### src/rtl/ac_pkg.sv
// Shared types and helpers for the multi-zone air-conditioning controller.
package ac_pkg;

  typedef enum logic [1:0] {
    IDLE    = 2'b00,
    HEATING = 2'b01,
    COOLING = 2'b10
  } state_e;

  typedef enum logic [1:0] {
    MODE_OFF       = 2'b00,
    MODE_AUTO      = 2'b01,
    MODE_HEAT_ONLY = 2'b10,
    MODE_COOL_ONLY = 2'b11
  } mode_e;

  // Dwell counter must hold max(MIN_ON, MIN_OFF).
  function automatic int dwell_w(input int min_on, input int min_off);
    int m;
    m = (min_on > min_off) ? min_on : min_off;
    return (m < 1) ? 1 : $clog2(m + 1);
  endfunction

endpackage

### src/rtl/ac_zone_fsm.sv
// One zone: heat/idle/cool hysteresis FSM with anti-short-cycle dwell timing.
module ac_zone_fsm
  import ac_pkg::*;
#(
  parameter int TW       = 5,
  parameter int HEAT_ON  = 18,
  parameter int HEAT_OFF = 20,
  parameter int COOL_ON  = 22,
  parameter int COOL_OFF = 20,
  parameter int MIN_ON   = 4,
  parameter int MIN_OFF  = 3
) (
  input  logic          clk,
  input  logic          rst_n,
  input  logic [TW-1:0] temp,
  input  logic [1:0]    mode,
  input  logic          en,
  output logic          heating,
  output logic          cooling
);

  localparam int DMAX = (MIN_ON > MIN_OFF) ? MIN_ON : MIN_OFF;
  localparam int DW   = dwell_w(MIN_ON, MIN_OFF);

  localparam logic [TW-1:0] T_HEAT_ON  = TW'(HEAT_ON);
  localparam logic [TW-1:0] T_HEAT_OFF = TW'(HEAT_OFF);
  localparam logic [TW-1:0] T_COOL_ON  = TW'(COOL_ON);
  localparam logic [TW-1:0] T_COOL_OFF = TW'(COOL_OFF);

  state_e        state, nxt;
  logic [DW-1:0] cnt;
  logic          fresh;
  logic          force_idle, dwell_ok, heat_ok, cool_ok;
  mode_e         md;

  assign md      = mode_e'(mode);
  assign heat_ok = (md == MODE_AUTO) || (md == MODE_HEAT_ONLY);
  assign cool_ok = (md == MODE_AUTO) || (md == MODE_COOL_ONLY);

  always_comb begin
    force_idle = (md == MODE_OFF) || !en ||
                 (state == COOLING && md == MODE_HEAT_ONLY) ||
                 (state == HEATING && md == MODE_COOL_ONLY);
    // fresh lets a zone fire on the first edge after reset without the off-gap
    if (state == IDLE) dwell_ok = fresh || (cnt >= DW'(MIN_OFF - 1));
    else               dwell_ok = (cnt >= DW'(MIN_ON - 1));
    nxt = state;
    case (state)
      IDLE: begin
        if (!force_idle && dwell_ok) begin
          if (temp <= T_HEAT_ON && heat_ok)      nxt = HEATING;
          else if (temp >= T_COOL_ON && cool_ok) nxt = COOLING;
        end
      end
      HEATING: if (force_idle || (temp >= T_HEAT_OFF && dwell_ok)) nxt = IDLE;
      COOLING: if (force_idle || (temp <= T_COOL_OFF && dwell_ok)) nxt = IDLE;
      default: nxt = IDLE;
    endcase
  end

  always_ff @(posedge clk) begin
    if (!rst_n) begin
      state   <= IDLE;
      cnt     <= '0;
      fresh   <= 1'b1;
      heating <= 1'b0;
      cooling <= 1'b0;
    end else begin
      state   <= nxt;
      heating <= (nxt == HEATING);
      cooling <= (nxt == COOLING);
      if (nxt != state) begin
        cnt   <= '0;
        fresh <= 1'b0;
      end else if (cnt != DW'(DMAX)) begin
        cnt <= cnt + 1'b1;
      end
    end
  end

endmodule

### src/rtl/ac_multizone.sv
// N_ZONES independent air-conditioning zone controllers with a shared mode.
module ac_multizone
  import ac_pkg::*;
#(
  parameter int N_ZONES  = 2,
  parameter int TW       = 5,
  parameter int HEAT_ON  = 18,
  parameter int HEAT_OFF = 20,
  parameter int COOL_ON  = 22,
  parameter int COOL_OFF = 20,
  parameter int MIN_ON   = 4,
  parameter int MIN_OFF  = 3
) (
  input  logic                  clk,
  input  logic                  rst_n,
  input  logic [N_ZONES*TW-1:0] temperature,
  input  logic [1:0]            mode,
  input  logic [N_ZONES-1:0]    zone_en,
  output logic [N_ZONES-1:0]    heating,
  output logic [N_ZONES-1:0]    cooling,
  output logic                  any_active
);

  // Threshold ordering keeps heat/cool entry conditions disjoint.
  if (!(N_ZONES >= 1 && MIN_ON >= 1 && MIN_OFF >= 1 &&
        HEAT_ON < HEAT_OFF && HEAT_OFF <= COOL_OFF + 1 && COOL_OFF < COOL_ON &&
        HEAT_ON >= 0 && COOL_ON < (1 << TW))) begin : g_bad_params
    $error("ac_multizone: illegal parameter set");
  end

  for (genvar z = 0; z < N_ZONES; z++) begin : g_zone
    ac_zone_fsm #(
      .TW(TW), .HEAT_ON(HEAT_ON), .HEAT_OFF(HEAT_OFF),
      .COOL_ON(COOL_ON), .COOL_OFF(COOL_OFF),
      .MIN_ON(MIN_ON), .MIN_OFF(MIN_OFF)
    ) u_zone (
      .clk    (clk),
      .rst_n  (rst_n),
      .temp   (temperature[z*TW +: TW]),
      .mode   (mode),
      .en     (zone_en[z]),
      .heating(heating[z]),
      .cooling(cooling[z])
    );
  end

  assign any_active = |{heating, cooling};

endmodule

### config.mk
export PLATFORM = sky130hd
export DESIGN_NAME = ac_multizone
export DESIGN_NICKNAME = d
export VERILOG_FILES = /design/src/rtl/ac_pkg.sv /design/src/rtl/ac_zone_fsm.sv /design/src/rtl/ac_multizone.sv
export SDC_FILE = /design/constraint.sdc
export NUM_CORES = 1
export LEC_CHECK = 0
export BUFFER_PORTS_ARGS = -buffer_cell sky130_fd_sc_hd__buf_4
export CAP_MARGIN = 20
export CELL_PAD_IN_SITES_DETAIL_PLACEMENT = 1
export CELL_PAD_IN_SITES_GLOBAL_PLACEMENT = 1
export CORE_AREA = 8 8 56 69
export DETAILED_ROUTE_END_ITERATION = 7
export DIE_AREA = 0 0 64 77
export PLACE_DENSITY = 0.82
export SLEW_MARGIN = 20
export SYNTH_ARGS = -nofsm -noshare
export SYNTH_HDL_FRONTEND = slang
export SYNTH_SLANG_ARGS = --single-unit
### constraint.sdc
create_clock -name clk -period 2.39 [get_ports clk]
set_clock_uncertainty 0.15 [all_clocks]
set_input_delay 0.3585 -clock clk [delete_from_list [all_inputs] [get_ports clk]]
set_output_delay 0.3585 -clock clk [all_outputs]
set_load 0.02 [all_outputs]
==> impl_metrics.env <==
export IMPL_core_area_um2=2840
export IMPL_drtAntennaViolNets=0
export IMPL_routed_via_count=984
export IMPL_end_kind="flop"
export IMPL_cts_made_buffers=3
export IMPL_grt_total_usage_pct=11.4
export IMPL_grt_pass1_vias=1063
export IMPL_clkSinkCount=16
export IMPL_fin_crit_sh_pct=95.0
export IMPL_fp_dieH_um=77
export IMPL_arrival_ns=2.33
export IMPL_drv_slew=0
export IMPL_cts_root_buf="clkbuf_4"
export IMPL_async_flop_share_pct=0
export IMPL_met3_usage_pct=2.18
export IMPL_htreeDepth=1
export IMPL_setup_viol=0
export IMPL_totalPowerFinal_w=0.000727
export IMPL_routedWlPerCell_um=15.3
export IMPL_dpl_hpwl_um=2390
export IMPL_syn_area_um2=1070
export IMPL_synth_seq_cells=16
export IMPL_grt_use_met1_pct=10.7
export IMPL_synth_edf_count=0
export IMPL_path_clk_slew_ns=0.10
export IMPL_synthCells=126
export IMPL_regArea_um2=322
export IMPL_initial_utilization_pct=37.9
export IMPL_synth_nets=153
export IMPL_p_int_w=0.000492
export IMPL_synth_flop_cell="dfxtp_1"
export IMPL_die_x_um=64
export IMPL_grt_pass1_wl_um=4700
export IMPL_critical_path_cell_chain="inv_1, ha_1, or4_1, a221o_2, a41oi_2, o211ai_2, a211oi_2"
export IMPL_p_leak_nw=0.576
export IMPL_timing_final_crit_period_ns=2.27
export IMPL_fp_dieArea_um2=4930
export IMPL_crit_required_ns=2.44
export IMPL_final_area_um2=1280
export IMPL_postSynthAreaPerCell_um2=8.52
export IMPL_wl_um=2760
export IMPL_slowest_stage="a221o_2"
export IMPL_startpoint_type="flop"
export IMPL_tightest_slew_ns=0.578
export IMPL_slew_headroom_pct=61.2
export IMPL_yosysUniqueCellTypes=37
export IMPL_multi_input_area_um2=671
export IMPL_nets=173
export IMPL_grt_busiest_layer="met2"
export IMPL_worstHoldPathType="primary input to flop"
export IMPL_drt_iter0_drc=19
export IMPL_p_sw_w=0.000235
export IMPL_crit_type="flop to flop"
export IMPL_status="completed"
export IMPL_cap_violations=0
export IMPL_pin_count=21
export IMPL_swShare_pct=32.3
export IMPL_grt_ovfl_total=0
export IMPL_ys_warnings_count=0
export IMPL_peakVddDrop_uv=509
export IMPL_grt_setup_unrepaired="false"
export IMPL_drc=0
export IMPL_antennaDiodeCount=0
export IMPL_gp_congestion=0.783
export IMPL_p_comb_share_pct=30.8
export IMPL_fill_cells=353
export IMPL_cpPeakStageDelay_ns=0.44
export IMPL_sequentialPowerShare_pct=44.9
export IMPL_via_per_inst=5.44
export IMPL_hold_viol_final=0
export IMPL_worst_hold_slack_ns=0.172
export IMPL_dr_pass1_iters=2
export IMPL_critPathTopFamily="compound AO/OA/AOI/OAI gates"
export IMPL_drive_gt1_share_pct=22.1
export IMPL_clk_path_buf_depth=2
export IMPL_grt_max_degree=12
export IMPL_io_buffers=20
export IMPL_crit_buf_inv=1
export IMPL_tritoncts="built"
export IMPL_antenna_found_initial=0
export IMPL_yosysSeqAreaShare_pct=29.8
export IMPL_row_count=22
export IMPL_finalSetupTns_ns=0
export IMPL_pwr_share_clk_pct=24.3
export IMPL_power_density_nw_per_um2=568
export IMPL_area_delta_synth_final_pct=19.2
export IMPL_postPlaceCellArea_um2=1240
export IMPL_clk_latency_ns=0.28
export IMPL_path_max_fanout=7
export IMPL_fmax_mhz=440
export IMPL_met2_usage_pct=23.6
-- power groups by stage --
stage / Combinational, W / Clock (W) / Sequential [W]
5_1_grt: 0.000251 / 0.000192 / 0.000332
2_1_floorplan: 0.000154 / 0 / 0.000323
3_5_place_dp: 0.000226 / 0 / 0.000333
4_1_cts: 0.000228 / 0.000179 / 0.000326
6_report: 0.000224 / 0.000177 / 0.000326
3_3_place_gp: 0.000209 / 0 / 0.000329
-- cells in the final DEF, fill, tap and decap left out, types with 2 or more instances in the layout --
master | Yosys | final
a21boi_0 | 3 | 3
and2_1 | 2 | 2
a211o_1 | 3 | 3
nor2_1 | 4 | 4
o21ai_0 | 5 | 5
nand2_1 | 13 | 13
clkbuf_4 | 0 | 3
dfxtp_1 | 16 | 15
o21bai_1 | 2 | 2
nand3_1 | 2 | 2
o21a_1 | 3 | 3
a21oi_1 | 5 | 5
ha_1 | 11 | 11
inv_1 | 11 | 11
buf_4 | 4 | 22
or4_1 | 3 | 3
mux2i_1 | 2 | 2
o2111a_1 | 2 | 2
o2111ai_1 | 2 | 2
nor3_1 | 10 | 10
xnor2_1 | 2 | 2
o31ai_1 | 3 | 3
-- synthesized netlist by cell type (3+ instances only) --
master / n / share of area, %
ha_1: 11 / 13
inv_1: 11 / 3.8
o21ai_0: 5 / 2.3
clkbuf_1: 3 / 1.0
a21oi_1: 5 / 2.3
nor3_1: 10 / 4.7
a211o_1: 3 / 2.4
o21a_1: 3 / 2.1
o31ai_1: 3 / 2.1
buf_4: 4 / 2.8
dfxtp_1: 16 / 30
or4_1: 3 / 2.1
nand2_1: 13 / 4.5
nor2_1: 4 / 1.4
a21boi_0: 3 / 2.1
-- logic make-up (layout without fill, tap and decap cells) --
| logic type | count (synthesis) | count (layout) | synth area share [%] |
|---|---|---|---|
| multiplexers | 2 | 2 | 1.86 |
| AND/OR/NAND/NOR | 42 | 42 | 20.4 |
| flip-flops | 16 | 16 | 29.8 |
| adder cells (fa/ha/maj) | 11 | 11 | 12.8 |
| buffers and inverters | 18 | 37 | 7.69 |
| XOR/XNOR | 2 | 2 | 1.63 |
| AO/OA/AOI/OAI | 35 | 35 | 25.8 |
-- repair_timing --
action,in CTS,in global routing
setup buffers,0,0
hold buffers,0,0
setup endpoints to repair,0,4
gates resized for setup,0,1
-- metal layers --
| metal | wire [µm] | part of all wire [%] |
|---|---|---|
| met5 | 0 | 0 |
| met2 | 1690 | 61 |
| met4 | 12 | 0.43 |
| met3 | 36 | 1.3 |
| met1 | 1020 | 37 |
-- through the flow --
| stage | util, % | setup slack, ns | cells |
|---|---|---|---|
| final | 45.1 | 0.119 | 181 |
| after global routing | 45.1 | 0.00140 | 181 |
| after CTS | 45.1 | 0.0673 | 181 |
| after detailed placement | 43.8 | 0.0513 | 177 |
| after global placement | 43.8 | 0.0975 | 177 |
| after floorplan | - | 0.266 | 126 |
-- state kept, by name (all words and copies together), names as in the netlist --
signal and flops:
g_zone.u_zone.cooling 2, g_zone.u_zone.fresh 2, g_zone.u_zone.cnt 6, g_zone.u_zone.heating 2, g_zone.u_zone.state 4
-- path summary, 6_finish.rpt --
path / depth (start not counted) / endpoint / start / slack [ns]
setup / recovery: 7 / g_zone[1].u_zone.cnt[2] / g_zone[1].u_zone.cnt[0] / 0.12
hold / removal: 2 / g_zone[0].u_zone.fresh / rst_n / 0.17
setup reg to reg: 7 / g_zone[1].u_zone.cnt[2] / g_zone[1].u_zone.cnt[0] / 0.12
hold reg to reg: 2 / g_zone[0].u_zone.fresh / g_zone[0].u_zone.fresh / 0.34
-- layout make-up --
| cell class | count | area share [%] |
|---|---|---|
| timing repair buffer | 22 | 12.9 |
| inverter | 11 | 3.23 |
| sequential | 16 | 25.1 |
| tap | 36 | 3.52 |
| multi-input combinational | 92 | 52.4 |
| clock buffer | 4 | 2.83 |
No activity file was read; power rests on OpenSTA's default activity.
